$ cat src/rtl/tft_rect_fill.sv
// Rectangle-fill byte generator for tft_spi: emits CASET/PASET/RAMWR and N
// copies of an RGB565 colour using the tft_data/tft_dc/tft_transmit/tft_busy handshake.
module tft_rect_fill #(
   parameter int unsigned WIDTH  = 240,
   parameter int unsigned HEIGHT = 320
) (
   input  logic        i_clk,
   input  logic        i_rst,
   input  logic        i_start,
   input  logic [8:0]  i_x0,
   input  logic [8:0]  i_x1,
   input  logic [8:0]  i_y0,
   input  logic [8:0]  i_y1,
   input  logic [15:0] i_colour,
   input  logic        i_tft_busy,
   output logic [7:0]  o_tft_data,
   output logic        o_tft_dc,
   output logic        o_tft_transmit,
   output logic        o_busy,
   output logic        o_done
);

   localparam int unsigned CW       = 9;
   localparam int unsigned IW       = 4;
   localparam logic [CW-1:0] XMAX   = CW'(WIDTH - 1);
   localparam logic [CW-1:0] YMAX   = CW'(HEIGHT - 1);
   localparam logic [IW-1:0] IDX_PIX = IW'(11);

   typedef enum logic [2:0] {
      S_IDLE,
      S_LOAD,
      S_SEND,
      S_WAIT,
      S_DONE
   } state_t;

   state_t          r_state;
   logic [CW-1:0]   r_x0, r_x1, r_y0, r_y1;
   logic [CW-1:0]   r_col, r_row;
   logic [15:0]     r_colour;
   logic [IW-1:0]   r_idx;
   logic            r_phase;
   logic            r_guard;
   logic [7:0]      r_tft_data;
   logic            r_tft_dc;
   logic            r_tft_transmit;
   logic            r_busy;
   logic            r_done;

   logic [CW-1:0]   w_x0c, w_x1c, w_y0c, w_y1c;
   logic            w_reject;
   logic            w_last;
   logic [7:0]      w_byte;
   logic            w_dc;

   // Clamp latched bounds to the panel; used only in LOAD.
   assign w_x0c    = (r_x0 > XMAX) ? XMAX : r_x0;
   assign w_x1c    = (r_x1 > XMAX) ? XMAX : r_x1;
   assign w_y0c    = (r_y0 > YMAX) ? YMAX : r_y0;
   assign w_y1c    = (r_y1 > YMAX) ? YMAX : r_y1;
   assign w_reject = (w_x0c > w_x1c) || (w_y0c > w_y1c);
   assign w_last   = r_phase && (r_col == r_x1) && (r_row == r_y1);

   // Current byte: 11 header bytes, then colour hi/lo per pixel.
   always_comb begin
      w_byte = 8'h00;
      w_dc   = 1'b1;
      case (r_idx)
         IW'(0):  begin w_byte = 8'h2A; w_dc = 1'b0; end
         IW'(1):  w_byte = {7'b0, r_x0[8]};
         IW'(2):  w_byte = r_x0[7:0];
         IW'(3):  w_byte = {7'b0, r_x1[8]};
         IW'(4):  w_byte = r_x1[7:0];
         IW'(5):  begin w_byte = 8'h2B; w_dc = 1'b0; end
         IW'(6):  w_byte = {7'b0, r_y0[8]};
         IW'(7):  w_byte = r_y0[7:0];
         IW'(8):  w_byte = {7'b0, r_y1[8]};
         IW'(9):  w_byte = r_y1[7:0];
         IW'(10): begin w_byte = 8'h2C; w_dc = 1'b0; end
         default: w_byte = r_phase ? r_colour[7:0] : r_colour[15:8];
      endcase
   end

   always_ff @(posedge i_clk) begin
      if (!i_rst) begin
         r_state        <= S_IDLE;
         r_x0           <= '0;
         r_x1           <= '0;
         r_y0           <= '0;
         r_y1           <= '0;
         r_col          <= '0;
         r_row          <= '0;
         r_colour       <= '0;
         r_idx          <= '0;
         r_phase        <= 1'b0;
         r_guard        <= 1'b0;
         r_tft_data     <= '0;
         r_tft_dc       <= 1'b0;
         r_tft_transmit <= 1'b0;
         r_busy         <= 1'b0;
         r_done         <= 1'b0;
      end else begin
         case (r_state)
            S_IDLE: begin
               r_done <= 1'b0;
               if (i_start) begin
                  r_x0     <= i_x0;
                  r_x1     <= i_x1;
                  r_y0     <= i_y0;
                  r_y1     <= i_y1;
                  r_colour <= i_colour;
                  r_busy   <= 1'b1;
                  r_state  <= S_LOAD;
               end
            end
            S_LOAD: begin
               if (w_reject) begin
                  r_busy  <= 1'b0;
                  r_done  <= 1'b1;
                  r_state <= S_DONE;
               end else begin
                  r_x0    <= w_x0c;
                  r_x1    <= w_x1c;
                  r_y0    <= w_y0c;
                  r_y1    <= w_y1c;
                  r_col   <= w_x0c;
                  r_row   <= w_y0c;
                  r_idx   <= '0;
                  r_phase <= 1'b0;
                  r_state <= S_SEND;
               end
            end
            S_SEND: begin
               if (!i_tft_busy) begin
                  r_tft_data     <= w_byte;
                  r_tft_dc       <= w_dc;
                  r_tft_transmit <= 1'b1;
                  r_guard        <= 1'b1;
                  r_state        <= S_WAIT;
               end
            end
            S_WAIT: begin
               r_tft_transmit <= 1'b0;
               // First WAIT cycle gives tft_spi time to raise busy.
               if (r_guard) begin
                  r_guard <= 1'b0;
               end else if (!i_tft_busy) begin
                  if (r_idx != IDX_PIX) begin
                     r_idx   <= r_idx + IW'(1);
                     r_state <= S_SEND;
                  end else if (w_last) begin
                     r_busy  <= 1'b0;
                     r_done  <= 1'b1;
                     r_state <= S_DONE;
                  end else begin
                     r_state <= S_SEND;
                     if (!r_phase) begin
                        r_phase <= 1'b1;
                     end else begin
                        r_phase <= 1'b0;
                        if (r_col == r_x1) begin
                           r_col <= r_x0;
                           r_row <= r_row + CW'(1);
                        end else begin
                           r_col <= r_col + CW'(1);
                        end
                     end
                  end
               end
            end
            S_DONE: begin
               r_done  <= 1'b0;
               r_state <= S_IDLE;
            end
            default: r_state <= S_IDLE;
         endcase
      end
   end

   assign o_tft_data     = r_tft_data;
   assign o_tft_dc       = r_tft_dc;
   assign o_tft_transmit = r_tft_transmit;
   assign o_busy         = r_busy;
   assign o_done         = r_done;

endmodule

$ cat config.mk
export PLATFORM = sky130hd
export DESIGN_NAME = tft_rect_fill
export DESIGN_NICKNAME = d
export VERILOG_FILES = /design/src/rtl/tft_rect_fill.sv
export SDC_FILE = /design/constraint.sdc
export NUM_CORES = 1
export LEC_CHECK = 0
export BUFFER_PORTS_ARGS = -buffer_cell sky130_fd_sc_hd__buf_2
export CORE_MARGIN = 4
export CORE_UTILIZATION = 30
export CTS_CLUSTER_DIAMETER = 30
export DETAILED_ROUTE_END_ITERATION = 10
export SETUP_SLACK_MARGIN = 0.3
export SKIP_LAST_GASP = 1
export SYNTH_ARGS = -nofsm -noshare
export SYNTH_HDL_FRONTEND = slang
export SYNTH_SLANG_ARGS = --single-unit
$ cat constraint.sdc
create_clock -name i_clk -period 4.7 [get_ports i_clk]
set_clock_uncertainty 0.15 [all_clocks]
set_input_delay 0.94 -clock i_clk [delete_from_list [all_inputs] [get_ports i_clk]]
set_output_delay 0.94 -clock i_clk [all_outputs]
set_load 0.01 [all_outputs]
# ---- Word level (Yosys, flattened, before mapping)
# Cells that the tools add are included.
# Widths: inputs -> output; s select.
dict set report op_classes {
  n_reduce_logical 23
  div 0
  order_cmp 6
  n_eq_ne 29
  add_sub_neg 3
  mul 0
  n_bitwise 1
  n_mux 68
  shifts 0
}
# operator count
set ops {}
lappend ops {{$mux 9} 24}
lappend ops {{$pmux 9 s2} 6}
lappend ops {{$pmux 8 s11} 1}
lappend ops {{$ne 2x2->1 const B} 12}
lappend ops {{$mux 3} 7}
lappend ops {{$mux 1} 19}
lappend ops {{$add 9x1->9 const B} 2}
lappend ops {{$eq 9x9->1} 2}
lappend ops {{$gt 9x8->1 const B} 2}
lappend ops {{$gt 9x9->1} 2}
lappend ops {{$gt 9x9->1 const B} 2}
lappend ops {{$eq 4x3->1 const B} 4}
lappend ops {{$mux 4} 4}
lappend ops {{$reduce_and 7->1} 2}
lappend ops {{$eq 4x4->1 const B} 3}
lappend ops {{$pmux 3 s4} 1}
lappend ops {{$reduce_and 6->1} 2}
lappend ops {{$eq 4x2->1 const B} 2}
lappend ops {{$mux 8} 1}
lappend ops {{$pmux 4 s2} 1}
lappend ops {{$reduce_and 8->1} 1}
lappend ops {{$eq 3x2->1 const B} 2}
lappend ops {{$pmux 1 s3} 2}
lappend ops {{$reduce_and 2->1} 3}
lappend ops {{other kinds (18)} 23}
dict set report word_totals {
  output_inout_bits 12
  ff_bits 90
  memories 0
  in_bits 56
  wordCells 145
  ram_bits 0
  latch_bits 0
  rom_bits 0
}

# ---- Logic depth before layout (Yosys ltp)
# Gate-level depths: netlist of run 1.
dict set report depth {
  word_depth 8
  depth_mapped 12
  depth_no_buf 10
}

# ---- Worst setup path before layout of run 1
# No wires, ideal clock.
dict set report synth_timing {
  kind {flip-flop to flip-flop}
  from {register r_x0[6]}
  to {register r_col[4]}
  n_path_buf 2
  required_ns 4.431
  arrival_ns 2.734
  setup_time_ns 0.119
  setup_slack_ns 1.697
  stages_incl_launch_ff 12
  period_less_slack_ns 3.003
  cell_sequence {dfxtp_1 > a41oi_1 > nand2b_1 > ha_1 > a21o_1 > a21o_1 > a211oi_2 > o32ai_1 > buf_2 > or2_0 > buf_2 > o221a_2}
}
dict set report synth_between {
  elab_chain_cells 6
  elab_cells_between_ends 8
  classes_between {order compare: 2; eq/ne: 1; mux: 3; reduce/logical: 2}
}
# element line
set synth_lines {}
lappend synth_lines {{start, declared} 38} ;# logic [CW-1:0] r_x0, r_x1, r_y0, r_y1;
lappend synth_lines {{start signal, assigned} 107} ;# r_x0 <= i_x0;
lappend synth_lines {{start signal, assigned} 122} ;# r_x0 <= w_x0c;
lappend synth_lines {{$gt 9x8->1} 57} ;# assign w_x0c = (r_x0 > XMAX) ? XMAX : r_x0;
lappend synth_lines {{$mux 9 *} 57}
lappend synth_lines {{$gt 9x9->1} 61} ;# assign w_reject = (w_x0c > w_x1c) || (w_y0c > w_y1c);
lappend synth_lines {{$logic_or 1x1->1} 61}
lappend synth_lines {{$ne 2x2->1 (no source line)} --}
lappend synth_lines {{$reduce_and 7->1 (no source line)} --}
lappend synth_lines {{end signal, assigned} 126} ;# r_col <= w_x0c;
lappend synth_lines {{end signal, assigned} 162} ;# r_col <= r_x0;
lappend synth_lines {{end signal, assigned} 165} ;# r_col <= r_col + CW'(1);
lappend synth_lines {{end, declared} 39} ;# logic [CW-1:0] r_col, r_row;
# Mark *: on every way between the ends. The rest lies on a longest branch, timed or not. The select of a mux whose other input is x is not followed.
# A chain may end at the register's enable or synchronous reset.

# ---- Final worst setup path of run 1
dict set report layout_timing {
  from {register r_x0[6]}
  to {register r_row[4]}
}
dict set report layout_between {
  elab_chain_cells 6
}
# element line
set layout_lines {}
lappend layout_lines {{$gt 9x8->1} 57}
lappend layout_lines {{$mux 9 *} 57}
lappend layout_lines {{$gt 9x9->1 *} 61}
lappend layout_lines {{$logic_or 1x1->1 *} 61}
lappend layout_lines {{$ne 2x2->1 (no source line) *} --}
lappend layout_lines {{$reduce_and 8->1 (no source line) *} --}
lappend layout_lines {{end signal, assigned} 127} ;# r_row <= w_y0c;
lappend layout_lines {{end signal, assigned} 163} ;# r_row <= r_row + CW'(1);
lappend layout_lines {{end, declared} 39}
# Mark *: on every way between the ends. The rest lies on a longest branch, timed or not.

==> out/qor.csv, run 1 <==
stage,metric,value,unit
drt,vias,5908,
critical_path,r2r_cells,8,
critical_path,reg2reg_slack,0.61,ns
critical_path,path_cells,"a41oi_1, nand2b_1, ha_1, nand4_1, o31ai_1, o221a_2, o22ai_1, a32o_1",
critical_path,endpoint_kind,register,
clock_network,cts-root-buf,clkbuf_16,
placed_design,gp_congestion,0.8909,
critical_path,cp_max_fo,34,
clock_network,cts_buffers,9,
logic_synthesis,synth.distinct_cells,74,
timing,period_needed,4.091,ns
critical_path,slowest_delay,0.86,ns
global_routing,track_usage,17.90,%
final_layout,synthToLayoutAreaGrowth,13.69,%
die,start_util,30.77,%
clock_network,htree_levels,3,
drt,drcViolationCount,0,
timing,fin_ws,0.6092,ns
die,die_w,147.2,um
min_path,hp-class,register to register,
critical_path,arrival,4.19,ns
logic_synthesis,syn_area,0.005814,mm^2
final_layout,drive_above_1_share,17.33,%
die,die_area,0.02167,mm^2
timing,slew_headroom,24.11,%
critical_path,slowest_stage,o221a_2,
power_and_ir_drop,p_per_area,603.6,mW/mm^2
clock_network,path_clk_slew,0.07,ns
clock_network,clk_latency,0.36,ns
logic_synthesis,synth_edf_count,0,
critical_path,critPathLaunchType,register,
drt,drtAntennaViolNets,0,
global_routing,grt_pass1_vias,5716,
job,cap_violations,0,
logic_synthesis,yosys_warnings,0,
global_routing,grt_pass1_wl,31130,um
drt,drt-total-wl,19430,um
logic_synthesis,synthFlopType,dfxtp_1,
placed_design,dp_hpwl,13670,um
clock_network,cts_tree,done,
die,io_pins,68,
critical_path,critPathRequiredTime,4.80,ns
timing,worst_pin_slew,1.138,ns
logic_synthesis,ys_ff_latch,90,
min_path,min_path_cells,2,
clock_network,ctsHoldBuffers,0,
logic_synthesis,syn-instance-count,750,
final_layout,n_antenna_cell,0,
critical_path,crit_type,register to register,
drt,vias_per_cell,5.686,
timing,fin_tns_setup,0,ns
logic_synthesis,ys_seq_area_share,30.99,%
drt,dr.pass1.iters,5,
logic_synthesis,ys_top_cells_by_area,"dfxtp_1 31%, a21oi_1 6.7%, nand2_1 6.6%, ha_1 5.2%, o221ai_1 4.7%",
critical_path,r2r_end,r_row[4],
timing,post-route-period-util,87.04,%
drt,post_drt_wl_per_cell,18.70,um
placed_design,dp_worst_setup_slack,0.6840,ns
timing,maxSlewViolCount,0,
drt,drtIter0Drc,551,
clock_network,cts.sinks,90,
global_routing,grt_max_degree,44,
clock_network,clk_path_buf_depth,2,
min_path,hold_path.startpoint,r_colour[1],
placed_design,numPortBuffers,67,
logic_synthesis,ys_async_sr_fraction,0,%
global_routing,grt-ovfl-total,0,
logic_synthesis,avgSynthCellArea,7.752,um^2
outcome,status,"complete, no violations",
logic_synthesis,synth_top_area_share,30.99,%
timing,setup_viol,0,
power_and_ir_drop,peakVddDrop,0.0001947,V
timing,rsz0062_at_grt,no,
final_layout,fin_nets,855,
power_and_ir_drop,power.leakage,0.002499,uW
timing,hold_violations,0,
min_path,holdPathEnd,r_colour[1],
global_routing,grt_antenna_before_repair,0,
logic_synthesis,synth_top_cell_by_area,dfxtp_1,
critical_path,reg2reg_from,r_x0[6],
die,die_h,147.2,um
die,rows,50,
logic_synthesis,syn_nets,830,
die,core_area,0.01889,mm^2
timing,max_freq,244.5,MHz
[power by group]
part           leakage, uW  switching [uW]  total, uW  internal [uW]
registers         0.000735             257       1200            943
clock network     0.000142             312        735            423
logic              0.00162            1280       2060            777
total              0.00250            1850       3990           2140
[cells in the mapped netlist (9+ instances only)]
cell type,n
o221ai_1,31
nand4_1,10
clkbuf_1,39
inv_1,20
xor2_1,10
nand3_1,46
o211ai_1,11
nor2_1,45
nand2b_1,15
dfxtp_1,90
mux2_2,10
buf_2,17
ha_1,24
o21ai_0,20
xnor2_1,9
a21oi_1,78
a31oi_1,13
nor3_1,17
o22ai_1,9
nand2_1,102
[state kept, by name, indices dropped and copies added, names as in the netlist]
signal          cells
r_colour           16
r_col               9
r_row               9
r_x0                9
r_x1                9
r_y0                9
r_y1                9
o_tft_data          8
r_idx               4
r_state             3
o_busy              1
o_done              1
o_tft_dc            1
o_tft_transmit      1
r_phase             1
[stage by stage]
step                utilization (%)  total power [uW]  hold slack, ns  instances  area, um^2
floorplan                         -              2677          0.2829        750        5814
finish                        34.99              3990          0.3013       1039        6610
CTS                           34.93              3960          0.3027       1039        6599
global route                  34.99              4279          0.3209       1039        6610
detailed placement            33.41              3212          0.2944       1024        6312
global placement              33.41              3198          0.2900       1024        6312
[how the worst max path moves through the flow]
stage	end	from	cells after the start	slack [ns]
2_1_floorplan	r_col[4]	r_x0[6]	11	1.70
3_3_place_gp	o_busy	r_x0[5]	9	0.71
3_5_place_dp	o_busy	r_x0[6]	9	0.68
4_1_cts	o_busy	r_x0[6]	9	0.66
5_1_grt	r_row[3]	r_x0[5]	8	0.38
6_report	r_row[4]	r_x0[6]	8	0.61
[cells in the final DEF, fill, tap and decap left out, types with 9 or more instances in the layout]
| master | netlist | routed |
|---|---|---|
| nand2_1 | 102 | 102 |
| dfxtp_1 | 90 | 90 |
| a21oi_1 | 78 | 78 |
| buf_2 | 17 | 67 |
| nand3_1 | 46 | 46 |
| nor2_1 | 45 | 45 |
| o221ai_1 | 31 | 30 |
| ha_1 | 24 | 24 |
| inv_1 | 20 | 20 |
| o21ai_0 | 20 | 20 |
| nor3_1 | 17 | 16 |
| nand2b_1 | 15 | 15 |
| a31oi_1 | 13 | 13 |
| buf_4 | 0 | 12 |
| o211ai_1 | 11 | 11 |
| mux2_2 | 10 | 10 |
| nand4_1 | 10 | 10 |
| xor2_1 | 10 | 10 |
| o22ai_1 | 9 | 9 |
| xnor2_1 | 9 | 9 |
| clkbuf_16 | 0 | 9 |
[layer usage]
layer  vias up  part of all wire (%)  track usage (%)
li1       2834                     -                -
met1      2833                    43            22.76
met2       193                    48            29.68
met3        48                   5.8            3.146
met4         0                   3.4            8.015
met5         -                     0                0
[cells by family (layout without fill, tap and decap cells)]
kind of cell    Yosys count  count (layout)  share of synthesized area [%]
buf+inv                  86             115                          6.047
fa+ha+maj                24              24                          5.165
flops                    90              90                          30.99
mux                      17              17                          3.142
simple gates            274             274                          22.38
other cells               2               2                         0.1292
xor+xnor                 19              19                          2.862
compound gates          238             238                          29.29
[repair_timing]
item                                    CTS  global route
buffers inserted                          0             0
endpoints found under the setup margin    0             1
resized for setup                         0             1
hold endpoints to repair                  0             0
[layout make-up]
cell class	instances	area, um^2
fill	2040	12280
multi-input combinational	574	3692
sequential	90	1802
timing repair buffer	79	425.4
tap	260	325.3
clock buffer	12	246.5
inverter	21	78.83
clock inverter	3	40.04
[critical path: cells and delay by family, from the launching register on]
| kind | cells | cell delay (ns) |
|---|---|---|
| DFF | 1 | 0.38 |
| AOI/OAI and AO/OA | 5 | 2.79 |
| and+or+nand+nor | 2 | 0.32 |
| adders and majority gates | 1 | 0.34 |
(Power assumes the default switching activity.)
==> run 2, diff against run 1 <==
- CORE_MARGIN: 4 -> unset
==> run 2 against run 1 <==
Non-clock buffer count did not move. Routed wire length fell by 2.8%. First-iteration DRC count fell by 11%. Power fell by 0.63%. Combinational power barely moved. Sequential power barely moved. Sequential share of layout area barely moved. Count of clock-buffer cells in the layout fell by 3. Critical path depth did not move. Via count fell by 1.3%. Utilization rose by 0.096 points. Critical path type unchanged. Critical endpoint is now r_row[6]. Largest cell class unchanged. Largest power group unchanged.
==> out/qor.csv, run 2 (same netlist as run 1, synthesis figures left out) <==
stage,metric,value,unit
final_layout,nFillCells,2024,
power_and_ir_drop,p_sw_share,46.55,%
timing,maxSlewViolCount,0,
drt,drt-total-wl,18880,um
die,start_util,30.88,%
clock_network,cts_buffers,9,
clock_network,clk_latency,0.36,ns
timing,fin_tns_setup,0,ns
timing,setup_viol,0,
placed_design,gp_congestion,0.8530,
drt,vias,5834,
critical_path,r2r_end,r_row[6],
final_layout,n_antenna_cell,0,
timing,post-route-period-util,84.50,%
critical_path,reg2reg_slack,0.73,ns
clock_network,cts.sinks,90,
final_layout,largest_reg_flops,16,
die,core_area,0.01883,mm^2
critical_path,reg2reg_from,r_x0[6],
critical_path,arrival,4.08,ns
final_layout,design_area,0.006606,mm^2
die,die_w,141.2,um
placed_design,numPortBuffers,67,
drt,dr.pass1.iters,5,
global_routing,grt_pass1_wl,29990,um
outcome,status,"complete, no violations",
placed_design,dp_worst_setup_slack,0.7905,ns
final_layout,drive_above_1_share,17.69,%
min_path,holdPathEnd,r_colour[7],
critical_path,crit_buf_inv,0,
global_routing,grt-ovfl-total,0,
global_routing,grt_max_degree,50,
power_and_ir_drop,p_seq_share,30.0,%
die,die_h,141.2,um
drt,post_drt_wl_per_cell,18.15,um
min_path,hp-class,register to register,
critical_path,path_cells,"a41oi_1, nand2b_1, ha_1, nand4_1, o31ai_1, o221a_2, o22ai_1, a32o_1",
placed_design,place_area,0.006312,mm^2
global_routing,grt_pass1_vias,5442,
global_routing,track_usage,19.48,%
critical_path,critPathRequiredTime,4.80,ns
clock_network,clk_path_buf_depth,2,
critical_path,endpoint_kind,register,
timing,hold_violations,0,
die,rows,50,
power_and_ir_drop,combPwrFrac,51.1,%
power_and_ir_drop,clkPwrFrac,18.9,%
placed_design,dp_hpwl,13240,um
critical_path,crit_family,compound AO/OA/AOI/OAI gates,
final_layout,fin_nets,855,
clock_network,path_clk_slew,0.07,ns
power_and_ir_drop,power.leakage,0.002499,uW
power_and_ir_drop,switching_power,1845,uW
clock_network,cts-root-buf,clkbuf_16,
final_layout,regMostFlops,r_colour,
drt,vias_per_cell,5.610,
critical_path,critPathLaunchType,register,
timing,slew_headroom,16.87,%
clock_network,post_cts_resized,0,
drt,drtAntennaViolNets,0,
final_layout,final_util,35.08,%
critical_path,cp_max_fo,34,
final_layout,mostFrequentLayoutCells,"102 x nand2_1, 90 x dfxtp_1, 78 x a21oi_1, 67 x buf_2, 46 x nand3_1",
die,die_area,0.01994,mm^2
final_layout,final_common_cell,nand2_1,
timing,period_needed,3.971,ns
global_routing,grt_antenna_before_repair,0,
clock_network,htree_levels,3,
clock_network,cts_tree,done,
job,cap_violations,0,
timing,max_freq,251.8,MHz
power_and_ir_drop,peakVddDrop,0.0001825,V
clock_network,postCtsSetupBuffers,0,
min_path,hold_path.startpoint,r_colour[7],
timing,worst_pin_slew,1.247,ns
clock_network,ctsHoldBuffers,0,
timing,rsz0062_at_grt,no,
critical_path,slowest_delay,0.85,ns
drt,drcViolationCount,0,
critical_path,crit_type,register to register,
drt,drtIter0Drc,492,
power_and_ir_drop,p_per_area,600.1,mW/mm^2
min_path,min_path_cells,2,
die,io_pins,68,
timing,fin_ws,0.7286,ns
power_and_ir_drop,p_int,2119,uW
critical_path,r2r_cells,8,
critical_path,slowest_stage,o221a_2,
final_layout,synthToLayoutAreaGrowth,13.62,%
-- run 2: cell count changes in the layout (fill, tap and decap cells not counted) --
cell / change
clkbuf_1: -2
clkbuf_8: -1
clkinv_2: +1
clkinvlp_4: +2
inv_6: +1
o32ai_2: +1
o32ai_4: -1
-- run 2: through the flow --
step	power (uW)	hold slack (ns)	cells
floorplan	2677	0.2829	750
global placement	3188	0.2914	1024
detailed placement	3204	0.2952	1024
CTS	3954	0.3056	1040
global route	4268	0.3225	1040
finish	3965	0.3011	1040
-- run 2: worst max-delay path by stage --
stage,start,end,depth (start not counted)
6_report,r_x0[6],r_row[6],8
5_1_grt,r_x0[6],r_col[2],9
4_1_cts,r_x0[6],r_col[3],9
3_5_place_dp,r_x0[6],r_row[3],8
3_3_place_gp,r_x0[6],r_col[6],9
2_1_floorplan,r_x0[6],r_col[4],11
-- run 2: per-layer routing --
metal  vias to the layer above  global-route usage (%)  share of wire, %
met1                      2775                   25.24                44
met3                        39                   3.363               5.3
li1                       2850                       -                 -
met4                         0                   9.096               3.3
met5                         -                       0                 0
met2                       170                   31.37                47
-- run 2: worst register-to-register path, stage by stage, from the launching register on --
cell and delay [ns]:
dfxtp_1 0.38, a41oi_1 0.63, nand2b_1 0.18, ha_1 0.34
nand4_1 0.13, o31ai_1 0.72, o221a_2 0.85, o22ai_1 0.20
a32o_1 0.29
-- run 2: cell type report --
cell class | count | area [um^2] | area share [%]
sequential | 90 | 1802 | 27.27
inverter | 21 | 78.83 | 1.193
timing repair buffer | 79 | 425.4 | 6.439
clock buffer | 9 | 225.2 | 3.409
multi-input combinational | 574 | 3681 | 55.72
clock inverter | 7 | 68.82 | 1.042
tap | 260 | 325.3 | 4.924
-- run 2: power by group through the flow --
stage	Sequential (uW)	Clock [uW]	Combinational, uW
6_report	1190	748	2030
5_1_grt	1210	797	2260
4_1_cts	1180	756	2010
3_5_place_dp	1200	0	2010
3_3_place_gp	1200	0	1990
2_1_floorplan	1090	0	1590
